**config.mk**
```make
export PLATFORM = sky130hd
export DESIGN_NAME = photonic_switch_top
export DESIGN_NICKNAME = d
export VERILOG_FILES = /design/src/rtl/photonic_switch_pkg.sv /design/src/rtl/up_counter.sv /design/src/rtl/photonic_switch_top.sv
export SDC_FILE = /design/constraint.sdc
export NUM_CORES = 1
export LEC_CHECK = 0
export ABC_CLOCK_PERIOD_IN_PS = 5200
export CORE_MARGIN = 2
export CORE_UTILIZATION = 57
export CTS_CLUSTER_SIZE = 30
export DETAILED_ROUTE_END_ITERATION = 16
export GPL_TIMING_DRIVEN = 0
export MAX_ROUTING_LAYER = met4
export PLACE_DENSITY = 0.82
export SYNTH_ARGS = -nofsm -noshare
export SYNTH_HDL_FRONTEND = slang
export SYNTH_SLANG_ARGS = --single-unit
```
**constraint.sdc**
```tcl
create_clock -name clk -period 5.2 [get_ports clk]
set_input_delay 1.56 -clock clk [delete_from_list [all_inputs] [get_ports clk]]
set_output_delay 1.56 -clock clk [all_outputs]
set_load 0.03 [all_outputs]
```
**src/rtl/photonic_switch_pkg.sv**
```systemverilog
// Shared constants and types for the photonic-switch controller.
package photonic_switch_pkg;
   localparam int DIV8 = 25;
   localparam int DIV1 = 8;
   localparam int CW   = 7;
   localparam int WW   = 13;
   localparam int PW   = 5;

   typedef enum logic {
      SW_RESET = 1'b0,
      SW_SET   = 1'b1
   } sw_state_t;
endpackage

```
**src/rtl/up_counter.sv**
```systemverilog
// Free-running up counter that wraps to zero after reaching max.
module up_counter #(
   parameter int WIDTH = 5
) (
   input  logic             clk,
   input  logic             reset,
   input  logic             en,
   input  logic [WIDTH-1:0] max,
   output logic [WIDTH-1:0] count
);
   always_ff @(posedge clk or negedge reset) begin
      if (!reset) count <= '0;
      else if (en) count <= (count == max) ? '0 : count + 1'b1;
   end
endmodule

```
**src/rtl/photonic_switch_top.sv**
```systemverilog
// Photonic-switch controller: gated frequency compare of clkA/clkB
// driving set/reset pulses into a latching optical switch.
module photonic_switch_top
   import photonic_switch_pkg::*;
(
   input  logic          clk,
   input  logic          reset,
   input  logic          en,
   input  logic          clkA,
   input  logic          clkB,
   input  logic [WW-1:0] W,
   output logic          PWMset,
   output logic          PWMreset,
   output logic          signal,
   output logic          signal_b,
   output logic [CW-1:0] cA,
   output logic [CW-1:0] cB,
   output logic [PW-1:0] c1,
   output logic [PW-1:0] c2,
   output logic          en_8MHz,
   output logic          en_1MHz,
   output logic [CW-1:0] A_val,
   output logic [CW-1:0] B_val,
   output logic          En,
   output logic          enS,
   output logic          enR
);
   localparam logic [PW-1:0] C1_MAX  = PW'(DIV8 - 1);
   localparam logic [PW-1:0] C2_MAX  = PW'(DIV1 - 1);
   localparam logic [CW-1:0] CNT_MAX = '1;

   logic [2:0]    sync_a;
   logic [2:0]    sync_b;
   logic          rise_a;
   logic          rise_b;
   logic          cap_d;
   logic [WW-1:0] t_set;
   logic [WW-1:0] t_rst;
   sw_state_t     state_q;
   sw_state_t     state_d;

   up_counter #(.WIDTH(PW)) u_c1 (
      .clk(clk), .reset(reset), .en(en), .max(C1_MAX), .count(c1)
   );

   up_counter #(.WIDTH(PW)) u_c2 (
      .clk(clk), .reset(reset), .en(en_8MHz), .max(C2_MAX), .count(c2)
   );

   assign en_8MHz = en && (c1 == C1_MAX);
   assign en_1MHz = en_8MHz && (c2 == C2_MAX);

   // bit 0/1 synchronize, bit 2 holds the previous synchronized sample
   always_ff @(posedge clk or negedge reset) begin
      if (!reset) begin
         sync_a <= '0;
         sync_b <= '0;
         En     <= 1'b0;
         cap_d  <= 1'b0;
      end else begin
         sync_a <= {sync_a[1:0], clkA};
         sync_b <= {sync_b[1:0], clkB};
         En     <= en;
         cap_d  <= en_1MHz;
      end
   end

   assign rise_a = sync_a[1] & ~sync_a[2];
   assign rise_b = sync_b[1] & ~sync_b[2];

   // a rise landing on the capture cycle seeds the next window
   always_ff @(posedge clk or negedge reset) begin
      if (!reset) begin
         cA    <= '0;
         A_val <= '0;
      end else if (en_1MHz) begin
         A_val <= cA;
         cA    <= CW'(rise_a & En);
      end else if (rise_a && En && cA != CNT_MAX) begin
         cA <= cA + 1'b1;
      end
   end

   always_ff @(posedge clk or negedge reset) begin
      if (!reset) begin
         cB    <= '0;
         B_val <= '0;
      end else if (en_1MHz) begin
         B_val <= cB;
         cB    <= CW'(rise_b & En);
      end else if (rise_b && En && cB != CNT_MAX) begin
         cB <= cB + 1'b1;
      end
   end

   always_ff @(posedge clk or negedge reset) begin
      if (!reset) state_q <= SW_RESET;
      else state_q <= state_d;
   end

   always_comb begin
      state_d = state_q;
      enS     = 1'b0;
      enR     = 1'b0;
      if (cap_d) begin
         enS = (A_val > B_val) && (state_q == SW_RESET);
         enR = (B_val > A_val) && (state_q == SW_SET);
      end
      if (enS) state_d = SW_SET;
      else if (enR) state_d = SW_RESET;
   end

   // each request kills the opposite timer so the drives never overlap
   always_ff @(posedge clk or negedge reset) begin
      if (!reset) begin
         t_set <= '0;
         t_rst <= '0;
      end else if (enS) begin
         t_set <= W;
         t_rst <= '0;
      end else if (enR) begin
         t_rst <= W;
         t_set <= '0;
      end else if (en) begin
         if (t_set != '0) t_set <= t_set - 1'b1;
         if (t_rst != '0) t_rst <= t_rst - 1'b1;
      end
   end

   assign PWMset   = (t_set != '0);
   assign PWMreset = (t_rst != '0);

   always_ff @(posedge clk or negedge reset) begin
      if (!reset) begin
         signal   <= 1'b0;
         signal_b <= 1'b0;
      end else begin
         signal   <= PWMset;
         signal_b <= PWMreset;
      end
   end
endmodule

```
=== Word level (Yosys, flattened, before mapping) ===
Cells that the tools add are included.

* Flip-flop bits (word level): 75
* Bits of input ports: 18
* Output and inout port bits: 47

* Add/sub/neg operators: 6
* $lt $le $gt $ge: 2
* Eq/ne operators: 4
* Multiplexer cells: 18
* Bitwise operators: 7
* Reduce and logical (&&, ||, !) cells: 18

{| class="wikitable"
|+ Operators by type and width
! operator !! count
|-
| two-way mux 13 bit || 8
|-
| two-way mux 7 bit || 4
|-
| nonzero test 13 bit || 2
|-
| subtractor 13 x 1 -> 13 bit, second input constant || 2
|-
| adder 7 x 1 -> 7 bit, second input constant || 2
|-
| greater-than comparator 7 bit || 2
|-
| != test 7 bit, second input constant || 2
|-
| adder 5 x 1 -> 5 bit, second input constant || 2
|-
| two-way mux 5 bit || 2
|-
| nonzero test 3 bit || 3
|-
| logical AND 1 bit || 8
|-
| nonzero test 2 bit || 3
|-
| == test 5 x 3 -> 1 bit, second input constant || 1
|-
| == test 5 bit, second input constant || 1
|-
| bitwise AND 1 bit || 4
|-
| two-way mux 1 bit || 4
|-
| AND reduction 2 bit || 2
|-
| NOT 1 bit || 3
|}

=== Depth between registers and ports, before layout ===
* Depth in word-level cells: 6
* Depth in mapped cells: 9
* Mapped depth without buffers: 8

=== Hierarchy ===
A second synthesis with hierarchy kept.

* Cell total of the unflattened synthesis: 399
* Area, all modules: 3976.3 µm²

{| class="wikitable"
|+ By module, submodules not included
! module !! times used !! cells an instance !! area each (µm²) !! seq. area each (µm²)
|-
| photonic_switch_top || 1 || 331 || 3340.7 || 1626.6
|-
| up_counter || 2 || 34 || 317.8 || 125.1
|}

=== Least setup slack after synthesis ===
Ideal clock, no wire load.

* Path type: input to output
* Start point: input port en
* End point: output port en_1MHz
* Data arrival time: 2.272 ns
* Required time: 3.640 ns
* Setup slack: 1.368 ns
* Stages: 3
* Cell sequence: nand2_1 -> nor3_1 -> and4_1

* Word-level cells in the longest chain between the ends: 2

{| class="wikitable"
|+ RTL lines
! element !! RTL line !! text
|-
| start, declared || photonic_switch_top.sv:8 || <nowiki>input logic en,</nowiki>
|-
| logical AND 1 bit || photonic_switch_top.sv:50 || <nowiki>assign en_8MHz = en && (c1 == C1_MAX);</nowiki>
|-
| logical AND 1 bit || photonic_switch_top.sv:51 || <nowiki>assign en_1MHz = en_8MHz && (c2 == C2_MAX);</nowiki>
|-
| end, declared || photonic_switch_top.sv:21 || <nowiki>output logic en_1MHz,</nowiki>
|}

No other way between the ends.

=== Final worst setup path ===
Same ends and word-level chain as after synthesis.

==> impl_metrics.tcl <==
set metrics [dict create \
    slew_viol_final 0 \
    die_x_um 85.1 \
    crit_path_max_fanout 8 \
    synth-seq-area-share_pct 50.1 \
    dr.pass1.iters 4 \
    synth.distinct_cells 49 \
    hp-class "reg2reg" \
    drv_cap 0 \
    arrival_ns 3.47 \
    tightest_slew_ns 1.00 \
    placementRows 29 \
    setup_viol 0 \
    synth_top_family_by_area "simple AND/OR/NAND/NOR gates" \
    gp_congestion 0.823 \
    synth-compound-area-share_pct 10.3 \
    period_share_pct 96.7 \
    core_mm2 0.00635 \
    grt_pass1_wl_mm 14.2 \
    final.min_clock_period_ns 5.03 \
    root_buffer "clkbuf_8" \
    clkSinkCount 75 \
    nets 488 \
    start_util_pct 59.0 \
    slew_headroom_pct 32.6 \
    ys_seq_elements 75 \
    seqCellArea_mm2 0.00188 \
    multi_input_area_mm2 0.00176 \
    crit_path_start_kind "primary input" \
    worstPathRequired_ns 3.64 \
    layout_commonest_cell "dfrtp_1" \
    setup.worst_path.end_class "output pin" \
    rsz0062_at_grt "false" \
    cts_buffers 9 \
    grt_usage_pct 25.6 \
    worst_ir_drop_vdd_mv 0.382 \
    synth-adder-area-share_pct 5.35 \
    syn2layout_area_growth_pct 26.1 \
    dp_hpwl_mm 6.32 \
    die_h_um 85.1 \
    synth_xor_area_share_pct 6.55 \
    n_fill_cell 445 \
    antenna_cells 0 \
    drt_iter0_drc 159 \
    cts.path.max_buffers 2 \
    synth_fp_nets 412 \
    skew_ns 0.0123 \
    ctsHoldBuffers 0 \
    dieArea_mm2 0.00723 \
    power_leakage_nw 2.02 \
    async_reset_ff_share_pct 100 \
    tns_ns 0 \
    port_buffers 64 \
    clk_pin_slew_ns 0.08 \
    synth_edf_count 0 \
    drive_gt1_share_pct 5.91 \
    avgSynthCellArea_um2 9.91 \
    grt_pass1_vias 2988 \
    avgRoutedWirePerCell_um 16.6 \
    syn-cell-area_mm2 0.00374 \
    viasPerCell 5.84 \
    crit_type "in2out" \
    grt_max_degree 56 \
    cts_tree "built" \
    h-tree-depth 3 \
    antenna_found_initial 0 \
    drc 0 \
    fmax_mhz 199 \
    synth-simple-area-share_pct 22.9 \
    hold_viol 0 \
    final_cell_mix "dfrtp_1, nand2_1, clkdlybuf4s50_1" \
    status "finished clean" \
    yosysWarnings 0 \
    route.vias.total 3116 \
    grt_overflow 0 \
    wl_mm 8.85 \
    insertion_delay_ns 0.34 \
    fin_total_pwr_mw 2.20 \
    syn_inst 378 \
    drtAntennaViolNets 0 \
    synth_flop_cell "dfrtp_1" \
    ios 65 \
    power_density_mw_per_mm2 465 \
    muxShareOfSynthArea_pct 1.94 \
]
flip-flops by register name (all words and copies together), names as in the netlist:
register,count
A_val,7
B_val,7
En,1
cA,7
cB,7
cap_d,1
signal,1
signal_b,1
state_q,1
sync_a,3
sync_b,3
t_rst,13
t_set,13
u_c1.count,5
u_c2.count,5
synth_stat cells (4+ instances only):
cell,number,area (µm²)
a211oi_1,9,67.6
a21oi_1,5,25.0
a22o_1,7,61.3
a311oi_1,4,35.0
and4_1,4,35.0
clkbuf_1,10,37.5
dfrtp_1,75,1880
ha_1,16,200
inv_1,17,63.8
mux2i_1,5,50.1
nand2_1,63,236
nand3_1,4,20.0
nand3b_1,4,30.0
nand4_1,11,68.8
nor2_1,39,146
nor3_1,10,50.1
o21ai_0,21,105
or3_1,5,31.3
xnor2_1,13,114
xor2_1,15,131
kinds of logic after synthesis:
family / after synthesis
AO/OA/AOI/OAI: 58
AND/OR/NAND/NOR: 166
flip-flops: 75
buffers and inverters: 28
multiplexers: 7
adder cells (fa/ha/maj): 16
XOR/XNOR: 28
timing repair:
item,4_1_cts,5_1_grt
endpoints found under the setup margin,1,1
gates resized for setup,1,1
setup buffers,0,0
area by class of cell:
class	instances	area share, %
timing repair buffer	65	14.1
inverter	17	1.35
tap	77	2.04
clock inverter	4	1.62
clock buffer	10	2.91
buffer	11	0.901
multi-input combinational	275	37.3
sequential	75	39.7
critical path, stage by stage:
cell and delay (ns):
clkdlybuf4s50_1 0.67, nand2_1 0.09, nor3_1 0.28, and4_1 0.42, dlygate4sd2_1 0.44
final timing paths:
check                           from       endpoint  slack, ns  cells after the start
setup / recovery                  en        en_1MHz       0.17                      5
hold / removal             sync_a[0]      sync_a[1]       0.35                      0
setup reg to reg            A_val[4]      t_rst[11]       2.58                      8
hold reg to reg            sync_a[0]      sync_a[1]       0.35                      0
max in group asynchronous      reset       t_set[4]       3.54                      2
min in group asynchronous      reset  u_c2.count[3]       1.10                      1
report_power, final:
group / switching [mW] / total, mW / internal, mW
combinational: 0.424 / 0.790 / 0.366
sequential: 0.180 / 0.914 / 0.734
clock: 0.212 / 0.491 / 0.279
total: 0.816 / 2.20 / 1.38
metrics by stage:
step                      hold WS, ns  area, µm²  instances  util (%)  setup slack, ns
after floorplan                 0.331       3740        378         -             1.37
after global placement          0.335       4480        519      70.6          -0.0970
after detailed placement        0.335       4510        520      71.0           -0.124
after CTS                       0.354       4720        534      74.3           0.0234
after global routing            0.361       4720        534      74.4            0.123
final                           0.352       4720        534      74.4            0.173
metal layers:
layer	routed length [µm]	global-route usage, %
met5	0	-
met4	110	6.78
met3	473	4.47
met2	4270	39.9
met1	3990	35.0
Note: power is estimated with default switching activity, not from simulation.
